<file path="src/rtl/interrupt_controller_pkg.sv">
// Shared definitions for the interrupt controller.
// - irqc_state_t  : presentation/handshake state (IDLE, PRESENT, IN_SERVICE)
// - IRQ_CODE_NONE : code on `interrupt` when no request is presented
// - irq_code()    : maps a source index to its encoded request number
package interrupt_controller_pkg;

  typedef enum logic [1:0] {
    IDLE       = 2'd0,
    PRESENT    = 2'd1,
    IN_SERVICE = 2'd2
  } irqc_state_t;

  localparam int unsigned IRQ_CODE_NONE = 0;

  // Source i is reported as code i+1 so that 0 can mean "no request".
  function automatic int unsigned irq_code(input int unsigned idx);
    return idx + 1;
  endfunction

endpackage

</file>
<file path="src/rtl/interrupt_controller_irq_edge_sync.sv">
// irq_edge_sync: per-line input synchroniser and rising-edge detector.
// Configuration macro: IRQ_SYNC_EN
//   defined   - two-flop synchroniser followed by a delay flop
//   undefined - single input register followed by a delay flop
//               (for lines already synchronous to clk)
// Ports:
//   clk    in  : clock
//   rst_n  in  : asynchronous active-low reset (all flops to 0)
//   irq_in in  : raw request line
//   rise   out : one-cycle pulse on a synchronised 0->1 transition
module irq_edge_sync (
  input  logic clk,
  input  logic rst_n,
  input  logic irq_in,
  output logic rise
);

  logic sync_q;
  logic dly_q;

`ifdef IRQ_SYNC_EN
  logic meta_q;

  always_ff @(posedge clk or negedge rst_n) begin
    if (!rst_n) begin
      meta_q <= 1'b0;
      sync_q <= 1'b0;
    end else begin
      meta_q <= irq_in;
      sync_q <= meta_q;
    end
  end
`else
  always_ff @(posedge clk or negedge rst_n) begin
    if (!rst_n) begin
      sync_q <= 1'b0;
    end else begin
      sync_q <= irq_in;
    end
  end
`endif

  always_ff @(posedge clk or negedge rst_n) begin
    if (!rst_n) begin
      dly_q <= 1'b0;
    end else begin
      dly_q <= sync_q;
    end
  end

  assign rise = sync_q & ~dly_q;

endmodule

</file>
<file path="src/rtl/interrupt_controller.sv">
// interrupt_controller: latches rising edges of external interrupt lines as
// pending requests, masks them, and presents the highest-priority (lowest
// index) eligible request to the control FSM as an encoded number held
// stable until the FSM's processing_interrupt handshake completes.
// Configuration macro: IRQ_SYNC_EN (see irq_edge_sync; adds one cycle of
// input latency when defined).
// Parameters:
//   INTERRUPT_WIDTH : width of `interrupt`
//   NUM_SOURCES     : number of request lines (1 .. 2**INTERRUPT_WIDTH-1)
// Ports:
//   clk                  in  : clock
//   rst_n                in  : asynchronous active-low reset
//   irq_in               in  : raw request lines, rising-edge triggered
//   processing_interrupt in  : FSM handshake (high = acknowledged/in handler)
//   mask_we              in  : mask write strobe
//   mask_data            in  : new mask value (1 = enabled)
//   interrupt            out : presented code (0 = none, source i -> i+1)
//   pending              out : latched, unserviced edges
//   mask                 out : current enable mask
//   in_service           out : high while an acknowledged interrupt is handled
module interrupt_controller
  import interrupt_controller_pkg::*;
#(
  parameter int unsigned INTERRUPT_WIDTH = 4,
  parameter int unsigned NUM_SOURCES     = 15
) (
  input  logic                       clk,
  input  logic                       rst_n,
  input  logic [NUM_SOURCES-1:0]     irq_in,
  input  logic                       processing_interrupt,
  input  logic                       mask_we,
  input  logic [NUM_SOURCES-1:0]     mask_data,
  output logic [INTERRUPT_WIDTH-1:0] interrupt,
  output logic [NUM_SOURCES-1:0]     pending,
  output logic [NUM_SOURCES-1:0]     mask,
  output logic                       in_service
);

  localparam logic [INTERRUPT_WIDTH-1:0] CODE_NONE = INTERRUPT_WIDTH'(IRQ_CODE_NONE);

  irqc_state_t                state_q, state_d;
  logic [NUM_SOURCES-1:0]     rise;
  logic [NUM_SOURCES-1:0]     eligible;
  logic [NUM_SOURCES-1:0]     ack_clr;
  logic [NUM_SOURCES-1:0]     clr;
  logic [NUM_SOURCES-1:0]     pending_d;
  logic [NUM_SOURCES-1:0]     mask_d;
  logic [INTERRUPT_WIDTH-1:0] sel_code;
  logic [INTERRUPT_WIDTH-1:0] interrupt_d;
  logic                       in_service_d;

  for (genvar g = 0; g < NUM_SOURCES; g++) begin : g_line
    irq_edge_sync u_edge (
      .clk    (clk),
      .rst_n  (rst_n),
      .irq_in (irq_in[g]),
      .rise   (rise[g])
    );
  end

  assign eligible = pending & mask;

  // Scan from the top down so the lowest eligible index is the last write.
  always_comb begin
    sel_code = CODE_NONE;
    for (int unsigned i = NUM_SOURCES; i > 0; i--) begin
      if (eligible[i-1]) begin
        sel_code = INTERRUPT_WIDTH'(irq_code(i - 1));
      end
    end
  end

  // One-hot of the source whose code is currently presented.
  always_comb begin
    ack_clr = '0;
    for (int unsigned i = 0; i < NUM_SOURCES; i++) begin
      ack_clr[i] = (interrupt == INTERRUPT_WIDTH'(irq_code(i)));
    end
  end

  always_comb begin
    state_d      = state_q;
    interrupt_d  = interrupt;
    in_service_d = in_service;
    clr          = '0;
    unique case (state_q)
      IDLE: begin
        interrupt_d  = CODE_NONE;
        in_service_d = 1'b0;
        if (!processing_interrupt && (|eligible)) begin
          interrupt_d = sel_code;
          state_d     = PRESENT;
        end
      end
      PRESENT: begin
        in_service_d = 1'b0;
        if (processing_interrupt) begin
          clr          = ack_clr;
          in_service_d = 1'b1;
          state_d      = IN_SERVICE;
        end
      end
      IN_SERVICE: begin
        in_service_d = 1'b1;
        if (!processing_interrupt) begin
          interrupt_d  = CODE_NONE;
          in_service_d = 1'b0;
          state_d      = IDLE;
        end
      end
      default: begin
        state_d      = IDLE;
        interrupt_d  = CODE_NONE;
        in_service_d = 1'b0;
      end
    endcase
    // A new edge in the same cycle as the acknowledge clear keeps the bit set.
    pending_d = (pending & ~clr) | rise;
    mask_d    = mask_we ? mask_data : mask;
  end

  always_ff @(posedge clk or negedge rst_n) begin
    if (!rst_n) begin
      state_q    <= IDLE;
      interrupt  <= CODE_NONE;
      pending    <= '0;
      mask       <= '0;
      in_service <= 1'b0;
    end else begin
      state_q    <= state_d;
      interrupt  <= interrupt_d;
      pending    <= pending_d;
      mask       <= mask_d;
      in_service <= in_service_d;
    end
  end

endmodule

</file>
<file path="config.mk">
export PLATFORM = sky130hd
export DESIGN_NAME = interrupt_controller
export DESIGN_NICKNAME = d
export VERILOG_FILES = /design/src/rtl/interrupt_controller_pkg.sv /design/src/rtl/interrupt_controller_irq_edge_sync.sv /design/src/rtl/interrupt_controller.sv
export SDC_FILE = /design/constraint.sdc
export NUM_CORES = 1
export LEC_CHECK = 0
export ABC_AREA = 0
export BUFFER_PORTS_ARGS = -buffer_cell sky130_fd_sc_hd__buf_2
export CORE_MARGIN = 4
export CORE_UTILIZATION = 40
export CTS_BUF_LIST = sky130_fd_sc_hd__clkbuf_8 sky130_fd_sc_hd__clkbuf_16
export CTS_CLUSTER_DIAMETER = 100
export CTS_CLUSTER_SIZE = 28
export DETAILED_ROUTE_END_ITERATION = 6
export PLACE_DENSITY = 0.72
export SETUP_SLACK_MARGIN = 0.15
export SLEW_MARGIN = 10
export SYNTH_ARGS = -nofsm -noshare
export SYNTH_HDL_FRONTEND = slang
export SYNTH_SLANG_ARGS = --single-unit
</file>
<file path="constraint.sdc">
create_clock -name clk -period 1.8 [get_ports clk]
set_input_delay 0 -clock clk [delete_from_list [all_inputs] [get_ports clk]]
set_output_delay 0 -clock clk [all_outputs]
set_load 0.1 [all_outputs]
</file>
## Word level (Yosys, flattened, before mapping)

Cells that the tools add are included.

- Reduce and logical (&&, ||, !) cells: 7
- Bitwise operators: 35
- Muxes and demuxes: 26
- Equal/unequal tests: 20

Operator list:

| kind | number |
|---|---|
| 4-bit two-way mux | 17 |
| 4-bit equality test (second input constant) | 8 |
| 15-bit bitwise AND | 2 |
| 15-bit two-way mux | 2 |
| 4-bit by 3-bit equality test with 1-bit output (second input constant) | 4 |
| 1-bit NOT | 16 |
| 1-bit bitwise AND | 15 |
| 15-bit NOT | 1 |
| 15-bit bitwise OR | 1 |
| 15-bit OR reduction | 1 |
| 4-bit one-hot mux with 3 select lines | 1 |
| 4-bit by 2-bit equality test with 1-bit output (second input constant) | 2 |
| 2-bit two-way mux | 3 |
| 2-bit inequality test (second input constant) | 3 |
| 2-bit one-hot mux with 3 select lines | 1 |
| 4-bit by 1-bit equality test with 1-bit output (second input constant) | 1 |
| 3-bit AND reduction | 1 |
| 2-bit by 1-bit equality test with 1-bit output (second input constant) | 1 |
| 2-bit equality test (second input constant) | 1 |
| 2-bit logical NOT | 1 |
| 1-bit two-way mux | 2 |
| 2-bit AND reduction | 1 |
| 2-bit OR reduction | 1 |
| 1-bit logical AND | 1 |
| 1-bit logical NOT | 1 |

- Output and inout port bits: 35
- Word-level logic and storage cells: 123
- Register bits: 67
- Bits of input ports: 34

## Logic depth before layout (Yosys ltp)

Gate-level depths: netlist (run 1).

- Word-level depth: 18
- Depth in mapped cells: 6
- Depth with buffers taken out: 6

## By module

A second synthesis (run 1) with hierarchy kept.

- Cell total of the unflattened synthesis: 200
- Area total of the unflattened synthesis: 2722.6 um^2

Modules (own cells, without submodules):

| module | times used | area each (um^2) | sequential area each (um^2) | cells each |
|---|---|---|---|---|
| interrupt_controller | 1 | 1765.4 | 925.9 | 155 |
| irq_edge_sync | 15 | 63.8 | 50.0 | 3 |

## Least setup slack after synthesis (run 1)

OpenSTA, ideal clock, no wires.

- Kind: reg2reg
- From: register interrupt[0]
- To: register pending[0]
- Slack: -103 ps
- Library setup time: 132 ps
- Arrival: 1771 ps
- Cell stages (with the launch flop): 5
- Clock period less this slack: 1903 ps
- Required time: 1668 ps
- Path buffers: 0
- Cell sequence: dfrtp_1 inv_1 or3_4 o21ai_0 o21ai_0

- Word-level cells in the longest chain between the ends: 6

RTL lines:

| what | line | RTL |
|---|---|---|
| start, declared | interrupt_controller.sv:33 | `output logic [INTERRUPT_WIDTH-1:0] interrupt,` |
| start signal, assigned | interrupt_controller.sv:131 | `interrupt <= interrupt_d;` |
| 4-bit by 1-bit equality test with 1-bit output | interrupt_controller.sv:77 | `ack_clr[i] = (interrupt == INTERRUPT_WIDTH'(irq_code(i)));` |
| 15-bit two-way mux | interrupt_controller.sv:97 | `if (processing_interrupt) begin` |
| 15-bit two-way mux | interrupt_controller.sv:86 | `unique case (state_q)` |
| 15-bit NOT | interrupt_controller.sv:118 | `pending_d = (pending & ~clr) \| rise;` |
| 15-bit bitwise AND | interrupt_controller.sv:118 |  |
| 15-bit bitwise OR | interrupt_controller.sv:118 |  |
| via pending_d[0] | interrupt_controller.sv:46 | `logic [NUM_SOURCES-1:0] pending_d;` |
| end signal, assigned | interrupt_controller.sv:132 | `pending <= pending_d;` |
| end, declared | interrupt_controller.sv:34 | `output logic [NUM_SOURCES-1:0] pending,` |

The timed path passes the listed nets, and every way through them passes these cells.
A chain may end at the register's enable or synchronous reset.

## Worst setup path in the final report (run 1)

- From: register state_q[0]
- To: register interrupt[3]

- Word-level cells in the longest chain between the ends: 3
- Elaborated cells between the ends (all ways): 7
- Those cells by class: eq/ne (3); mux (1); bitwise (1); reduce/logical (2)

RTL lines:

| what | line | RTL |
|---|---|---|
| start, declared | interrupt_controller.sv:41 | `irqc_state_t state_q, state_d;` |
| start signal, assigned | interrupt_controller.sv:130 | `state_q <= state_d;` |
| 2-bit equality test or 2-bit by 1-bit equality test with 1-bit output (tied branches) | interrupt_controller.sv:86 |  |
| 2-bit inequality test (no source line) or 1-bit NOT (tied branches) | -- |  |
| 2-bit AND reduction (no source line) | -- |  |

Several ways; a longest one is shown, not always the timed one.

==> results.cfg, run 1 <==
[run_status]
status = finished clean

[die]
fp.dieW_um = 88.9
dieArea_um2 = 7900
fp.coreArea_um2 = 6350
design.portCount = 69
die_h_um = 88.9
num_rows = 29
start_util = 0.412

[timing]
hold_violations = 0
fin_skew_ns = 0.0104
setup_viol = 0
worstMarginPinSlew_ns = 0.507
rsz0062_at_grt = true
period_minus_slack_ns = 1.58
slew_headroom = 0.664
finalCritPeriodShare = 0.877
fin_ws_ns = 0.221
setup_tns_ns = 0
fmax_mhz = 633
finalMaxSlewViolations = 0

[detailed_routing]
via_per_inst = 5.03
wirelength_um = 6130
drt_iter0_drc = 157
via_count = 1973
wire_per_inst_um = 15.6
dr.pass1.iters = 4
drc = 0
postRouteAntennaNets = 0

[clock_tree]
cts_buffers = 9
clkSinkCount = 67
clockRootBuffer = clkbuf_8
cts_max_path_buffers = 2
clk_pin_slew_ns = 0.07
htreeDepth = 3
cts_tree = done
insertion_delay_ns = 0.34

[yosys]
synthXorXnorAreaFrac = 0
yosysWarnings = 0
synth_flop_cell = dfrtp_1
yosys.area_share.simple = 0.0817
synth_top_area_cell = dfrtp_1
synth_top_family_by_area = compound AO/OA/AOI/OAI gates
synth_enable_flop_cells = 0
synthMuxAreaShare = 0.0645
synth_area_um2 = 2620
synth_nets = 238
synth_top_area_share = 0.641
synthCells = 201
synthAdderAreaFrac = 0.0143
yosysSeqAreaShare = 0.641
synth_area_leaders = dfrtp_1 (64%), mux2_2 (6.5%), o21ai_0 (5.7%), inv_1 (2.7%), nand2_1 (1.7%)
synth_compound_area_frac = 0.164
synth_seq_cells = 67
synthDistinctLibCells = 43
syn_avg_cell_area_um2 = 13.0
synthArstFlopShare = 1.00

[grt]
antenna_found_initial = 0
grt_pass1_wl_um = 10000
grt_max_degree = 68
gr-usage-all-layers = 0.172
grt_pass1_vias = 2036
gr-total-overflow = 0

[cells_and_area]
drive_above_1_share = 0.460
area_delta_synth_final_pct = 40.1
fin_util = 0.577
antenna_cells = 0
nNetsFinal = 348
final_area_um2 = 3670

[min_path]
hold_path.startpoint = mask_we
hold_class = in -> reg
hold_depth = 2
worstHoldEndpoint = mask[0]

[flow_run]
max-cap-violations = 0

[placed_design]
dp_slack_ns = 0.135
gp_congestion = 0.869
portBuffers = 68
dp_hpwl_um = 4150
postPlaceCellArea_um2 = 3090

[worst_setup_path]
critPathKind = reg -> reg
reg2reg_to = interrupt[3]
ff2ff_setup_slack_ns = 0.22
rr_worst_depth = 6
cp_data_required_time_ns = 2.08
crit_fanout = 5
critPathArrivalTime_ns = 1.86
cp-start-kind = register
regToRegStartpoint = state_q[0]
critPathCaptureType = register

[power_and_ir_drop]
leakage_nw = 1.63
ir_worst_vdd_v = 0.000772
power.density_nw_per_um2 = 1250
-- stage by stage --
stage	power, W	hold slack [ns]	cells
4_1_cts	0.00446	0.194	391
5_1_grt	0.00479	0.199	392
3_5_place_dp	0.00312	0.0453	344
6_report	0.00457	0.193	392
3_3_place_gp	0.00310	0.0403	344
2_1_floorplan	0.00282	-0.296	201
-- state kept, by name, indices dropped and copies added (netlist names) --
name                  cells
mask                     15
g_line.u_edge.dly_q      15
in_service                1
interrupt                 4
state_q                   2
g_line.u_edge.sync_q     15
pending                  15
-- final cells by class --
type,count,area (um^2)
well taps,77,96.3
clock buffers,9,124
inverters,19,71.3
repair buffers,102,688
multi-input cells,112,893
fillers,528,2680
clock inverters,6,76.3
flip-flops and latches,67,1720
-- critical path: stages (launching register included) --
cell and delay (ns):
dfrtp_1 0.42, inv_1 0.15, ha_4 0.18, nor3b_4 0.23
a21boi_4 0.22, and2b_1 0.16, a32o_1 0.16
-- cells in the mapped netlist, types with 2 or more instances --
| library cell | count |
|---|---|
| a21o_1 | 2 |
| a22o_1 | 4 |
| a22oi_1 | 2 |
| a22oi_4 | 2 |
| a32o_1 | 2 |
| and2_1 | 3 |
| dfrtp_1 | 67 |
| ha_1 | 3 |
| inv_1 | 19 |
| mux2_2 | 15 |
| nand2_1 | 12 |
| nand2b_1 | 4 |
| nor2b_1 | 2 |
| o211ai_1 | 2 |
| o21ai_0 | 30 |
| o21ai_1 | 2 |
| o31ai_1 | 4 |
-- where the power goes --
group	switching, W	internal [W]
logic	0.00102	0.000455
clock network	0.000521	0.000755
registers	0.000156	0.00166
total	0.00170	0.00287
-- worst max-delay path by stage --
stage / start / endpoint / slack (ns) / cells past startpoint
2_1_floorplan: interrupt[3] / pending[9] / 0.18 / 3
3_3_place_gp: state_q[1] / pending[11] / 0.22 / 6
3_5_place_dp: state_q[1] / pending[7] / 0.13 / 6
4_1_cts: state_q[1] / pending[11] / 0.18 / 6
5_1_grt: state_q[0] / interrupt[3] / 0.13 / 6
6_report: state_q[0] / interrupt[3] / 0.22 / 6
-- cell usage in the layout (no fill, tap or decap), types with 2 or more instances in the layout --
cell	count
buf_2	68
dfrtp_1	35
dlygate4sd3_1	32
dfrtp_2	32
o21ai_0	25
inv_1	21
mux2_2	15
nand2_1	12
clkbuf_8	9
o21ai_1	7
nand2b_1	4
o31ai_1	4
a22o_1	4
and2_1	3
or3_4	2
a21o_1	2
a22oi_4	2
a22oi_1	2
nor2b_1	2
o211ai_1	2
a32o_1	2
ha_4	2
bufinv_16	2
-- what timing repair did --
| action | in CTS | in global routing |
|---|---|---|
| gates resized for setup | 1 | 12 |
| endpoints found under the setup margin | 4 | 12 |
| hold endpoints to repair | 98 | 0 |
| setup buffers | 0 | 1 |
| hold buffers | 32 | 0 |
| gates cloned | 0 | 0 |
-- metal layers --
layer  vias to the layer above  wire length [um]  GRT usage
met3                        16               391     0.0682
li1                        934                 -          -
met4                         0               162     0.0646
met1                       970              2540      0.219
met2                        53              3030      0.265
met5                         -                 0          0
-- cells by family after synthesis --
group,count (synthesis)
flops,67
compound gates,61
simple gates,33
buf+inv,22
mux,15
fa+ha+maj,3
No activity file was read; power rests on OpenSTA's default activity.
==> run 2: changes to the inputs <==
--- a/config.mk
+++ b/config.mk
@@ -8,12 +8,12 @@
 export ABC_AREA = 0
 export BUFFER_PORTS_ARGS = -buffer_cell sky130_fd_sc_hd__buf_2
 export CORE_MARGIN = 4
-export CORE_UTILIZATION = 40
+export CORE_UTILIZATION = 45
 export CTS_BUF_LIST = sky130_fd_sc_hd__clkbuf_8 sky130_fd_sc_hd__clkbuf_16
 export CTS_CLUSTER_DIAMETER = 100
 export CTS_CLUSTER_SIZE = 28
 export DETAILED_ROUTE_END_ITERATION = 6
-export PLACE_DENSITY = 0.72
+export PLACE_DENSITY = 0.79
 export SETUP_SLACK_MARGIN = 0.15
 export SLEW_MARGIN = 10
 export SYNTH_ARGS = -nofsm -noshare
==> run 2 against run 1 <==
Net effect:
- die area fell by 10%
- sequential cell count did not move
- largest cell class unchanged
- register-to-register slack got worse by 0.03 ns
- cell area fell by 0.14%
- first-iteration DRC count fell by 4.5%
- critical path depth did not move
- clock skew fell by 0.0037 ns
- clock power rose by 6%
- combinational power fell by 4%
- via count rose by 0.15%
- utilization rose by 7.9 points
- wire length rose by 2.3%
==> results.cfg, run 2 (synthesis gave the netlist of run 1 again) <==
[run_status]
status = finished clean

[clock_tree]
cts_buffers = 9
htreeDepth = 3
cts_max_path_buffers = 2
clockRootBuffer = clkbuf_8
insertion_delay_ns = 0.34
post_cts_buffers = 0
clkSinkCount = 67
clk_pin_slew_ns = 0.07
cts_tree = done

[grt]
antenna_found_initial = 0
gr-total-overflow = 0
grt_pass1_wl_um = 10500
grt_max_degree = 68
grt_pass1_vias = 2184
gr-usage-all-layers = 0.192

[flow_run]
max-cap-violations = 0

[die]
fp.dieW_um = 84.3
dieArea_um2 = 7100
fp.coreArea_um2 = 5570
num_rows = 27
die_h_um = 84.3
start_util = 0.470
design.portCount = 69

[worst_setup_path]
crit_fanout = 5
critPathCaptureType = register
critPathKind = reg -> reg
cp_slowest_cell = dfrtp_1
cpPeakStageDelay_ns = 0.43
cp-start-kind = register
cp_data_required_time_ns = 2.08
crit_chain = inv_2 > ha_2 > nor3b_4 > a21boi_4 > and2b_1 > a32o_1
critPathArrivalTime_ns = 1.89

[timing]
fmax_mhz = 622
rsz0062_at_grt = true
period_minus_slack_ns = 1.61
fin_skew_ns = 0.00673
whs_ns = 0.193
setup_tns_ns = 0
finalCritPeriodShare = 0.893
slew_headroom = 0.665
setup_viol = 0
finalMaxSlewViolations = 0
hold_violations = 0
worstMarginPinSlew_ns = 0.506

[cells_and_area]
nFillCells = 415
multi_input_area_um2 = 883
drive_above_1_share = 0.470
area_delta_synth_final_pct = 39.9
antenna_cells = 0
final_common_cell = buf_2
final_cell_mix = buf_2 (68), dfrtp_1 (35), dlygate4sd3_1 (32), dfrtp_2 (32), o21ai_0 (26)
final-instance-count-excl-fill = 387
layout.area.seq_um2 = 1720
nNetsFinal = 347

[detailed_routing]
drt_iter0_drc = 150
drc = 0
postRouteAntennaNets = 0
via_per_inst = 5.11
dr.pass1.iters = 4
wirelength_um = 6270
via_count = 1976
wire_per_inst_um = 16.2

[power_and_ir_drop]
power.density_nw_per_um2 = 1260
leakage_nw = 1.63
ir_worst_vdd_v = 0.000657

[placed_design]
gp_congestion = 0.893
dp_cells = 339
dp_hpwl_um = 4120
portBuffers = 68

[min_path]
hold_class = in -> async
## run 2: cell type report
type                    count  area share
repair buffers            101       0.186
well taps                  72      0.0246
flip-flops and latches     67       0.469
clock inverters             6      0.0222
multi-input cells         112       0.241
clock buffers              10      0.0376
inverters                  19      0.0195
## run 2: power by group
| part | switching [W] | internal, W |
|---|---|---|
| clock | 0.000548 | 0.000807 |
| sequential | 0.000158 | 0.00166 |
| combinational | 0.00100 | 0.000419 |
| total | 0.00171 | 0.00289 |
## run 2: routing by layer
metal / wire length, um / vias to the layer above / track usage
met2: 3170 / 63 / 0.316
met5: 0 / - / 0
li1: - / 928 / -
met4: 290 / 0 / 0.127
met3: 364 / 27 / 0.0520
met1: 2440 / 958 / 0.218
## run 2: path summary, 6_finish.rpt
kind                                          startpoint                       to  slack, ns  cells past startpoint
worst max-delay path                          state_q[0]             interrupt[3]       0.19                      6
worst min register to register  g_line[14].u_edge.sync_q  g_line[14].u_edge.dly_q       0.37                      0
min in group clk                                 mask_we                  mask[2]       0.20                      2
worst min-delay path                               rst_n  g_line[5].u_edge.sync_q       0.19                      3
worst max register to register                state_q[0]             interrupt[3]       0.19                      6
max in group asynchronous                          rst_n              pending[12]       1.29                      3
## run 2: stage by stage
step	worst slack [ns]	utilization	total power, W	area [um^2]
2_1_floorplan	0.183	-	0.00282	2660
3_3_place_gp	0.226	0.554	0.00309	3090
3_5_place_dp	0.0948	0.554	0.00312	3090
4_1_cts	0.123	0.653	0.00456	3640
5_1_grt	0.120	0.657	0.00479	3660
6_report	0.192	0.657	0.00460	3660
## run 2: worst max-delay path: cells and delay by family, from the launching register on
family | cells | cell delay (ns)
flip-flops | 1 | 0.43
AO/OA/AOI/OAI | 2 | 0.39
buffers and inverters | 1 | 0.10
adder cells (fa/ha/maj) | 1 | 0.22
AND/OR/NAND/NOR | 2 | 0.41
## run 2: timing repair
action / 4_1_cts / 5_1_grt
endpoints found under the hold margin: 98 / 0
hold buffers: 32 / 0
resized for setup: 2 / 10
endpoints found under the setup margin: 7 / 8
==> run 3: changes to the inputs <==
--- a/config.mk
+++ b/config.mk
@@ -7,13 +7,15 @@
 export LEC_CHECK = 0
 export ABC_AREA = 0
 export BUFFER_PORTS_ARGS = -buffer_cell sky130_fd_sc_hd__buf_2
+export CELL_PAD_IN_SITES_DETAIL_PLACEMENT = 1
+export CELL_PAD_IN_SITES_GLOBAL_PLACEMENT = 1
 export CORE_MARGIN = 4
-export CORE_UTILIZATION = 45
+export CORE_UTILIZATION = 41
 export CTS_BUF_LIST = sky130_fd_sc_hd__clkbuf_8 sky130_fd_sc_hd__clkbuf_16
 export CTS_CLUSTER_DIAMETER = 100
 export CTS_CLUSTER_SIZE = 28
 export DETAILED_ROUTE_END_ITERATION = 6
-export PLACE_DENSITY = 0.79
+export PLACE_DENSITY = 0.87
 export SETUP_SLACK_MARGIN = 0.15
 export SLEW_MARGIN = 10
 export SYNTH_ARGS = -nofsm -noshare
==> run 3 against run 2 <==
Net effect:
- cell area increased by 0.17%
- global-route usage increased by 2.5 points
- wire length increased by 22%
- clock power decreased by 7%
- first-iteration DRC count decreased by 23%
- utilization decreased by 5.2 points
- largest cell class unchanged
- largest power group unchanged
- highest routed layer unchanged
==> results.cfg, run 3 (synthesis gave the netlist of run 1 again) <==
[power_and_ir_drop]
ir_worst_vdd_v = 0.000915
leakage_nw = 1.63
power.density_nw_per_um2 = 1260
power_w = 0.00464

[clock_tree]
clkSinkCount = 67
cts_max_path_buffers = 2
clk_pin_slew_ns = 0.07
clockRootBuffer = clkbuf_8
insertion_delay_ns = 0.34
cts_buffers = 9
htreeDepth = 3
cts_tree = done

[timing]
setup_viol = 0
fin_skew_ns = 0.00674
rsz0062_at_grt = false
slew_headroom = 0.654
setup_tns_ns = 0
worstMarginPinSlew_ns = 0.522
fmax_mhz = 629
period_minus_slack_ns = 1.59
finalCritPeriodShare = 0.883
finalMaxSlewViolations = 0
hold_violations = 0

[cells_and_area]
fin_util = 0.605
final_common_cell = buf_2
drive_above_1_share = 0.481
area_delta_synth_final_pct = 40.1
final_area_um2 = 3670
antenna_cells = 0
nNetsFinal = 348
nFillCells = 628
final_cell_mix = buf_2 (68), dfrtp_1 (34), dfrtp_2 (33)
final-instance-count-excl-fill = 391

[worst_setup_path]
critPathCaptureType = register
cp_data_required_time_ns = 2.08
cpPeakStageDelay_ns = 0.44
cp_slowest_cell = dfrtp_2
critPathKind = reg -> reg
cp_num_buf_inv = 1
critPathArrivalTime_ns = 1.87
crit_fanout = 5
cp-start-kind = register
crit_family = flip-flops
crit_chain = inv_2 > ha_4 > nor3b_4 > a21boi_4 > and2b_2 > a32o_1

[placed_design]
portBuffers = 68
gp_congestion = 0.812
dp_hpwl_um = 4850
dp_cells = 342
postPlaceCellArea_um2 = 3090

[die]
dieArea_um2 = 7730
start_util = 0.432
num_rows = 28
fp.dieW_um = 87.9
die_h_um = 87.9
fp.coreArea_um2 = 6060
design.portCount = 69

[grt]
grt_pass1_vias = 2357
grt_pass1_wl_um = 12300
gr-total-overflow = 0
grt_max_degree = 48
gr-usage-all-layers = 0.217
antenna_found_initial = 0

[detailed_routing]
drt_iter0_drc = 116
wire_per_inst_um = 19.6
drc = 0
via_count = 2058
via_per_inst = 5.26
postRouteAntennaNets = 0
dr.pass1.iters = 5
wirelength_um = 7670

[run_status]
status = finished clean

[min_path]
hold_class = in -> reg

[flow_run]
max-cap-violations = 0
[run 3: power by group]
part	internal (W)	switching (W)	leakage [nW]
logic	0.000476	0.00107	0.794
clock network	0.000699	0.000562	0.113
registers	0.00166	0.000168	0.727
[run 3: worst paths after layout]
path,start,to,slack [ns],depth (start not counted)
max,state_q[0],interrupt[3],0.21,6
min,processing_interrupt,in_service,0.02,2
max reg2reg,state_q[0],interrupt[3],0.21,6
min reg2reg,g_line[14].u_edge.sync_q,g_line[14].u_edge.dly_q,0.38,0
max in group asynchronous,rst_n,pending[12],1.00,3
min in group asynchronous,rst_n,g_line[10].u_edge.dly_q,0.16,2
[run 3: final cells by class]
| type | instances | area, um^2 | area share |
|---|---|---|---|
| clock buffers | 11 | 151 | 0.0413 |
| clock inverters | 5 | 46.3 | 0.0126 |
| flip-flops and latches | 67 | 1720 | 0.468 |
| inverters | 19 | 71.3 | 0.0194 |
| well taps | 75 | 93.8 | 0.0256 |
| repair buffers | 102 | 686 | 0.187 |
| multi-input cells | 112 | 901 | 0.246 |
[run 3: worst register-to-register path: stages (launching register included)]
cell and delay (ns):
dfrtp_2 0.44, inv_2 0.11, ha_4 0.18, nor3b_4 0.21, a21boi_4 0.25, and2b_2 0.20, a32o_1 0.15
[run 3: layer usage]
| metal | track usage | up-vias | routed length [um] | part of all wire |
|---|---|---|---|---|
| met5 | 0 | - | 0 | 0 |
| met2 | 0.368 | 62 | 3930 | 0.51 |
| met1 | 0.252 | 1043 | 3080 | 0.40 |
| met4 | 0.114 | 0 | 273 | 0.036 |
| met3 | 0.0574 | 26 | 384 | 0.050 |
| li1 | - | 927 | - | - |
[run 3: repair_timing]
item	4_1_cts	5_1_grt
buffers inserted	1	1
endpoints found under the setup margin	10	13
pin swaps	0	0
hold endpoints to repair	50	0
hold buffers	31	0
resized for setup	5	12
[run 3: through the flow]
stage,hold WS (ns),setup WS (ns)
after global routing,0.00785,0.152
after CTS,0.00121,0.141
after global placement,-0.0171,0.221
after detailed placement,-0.00893,0.0786
after floorplan,-0.296,0.183
final,0.0242,0.211
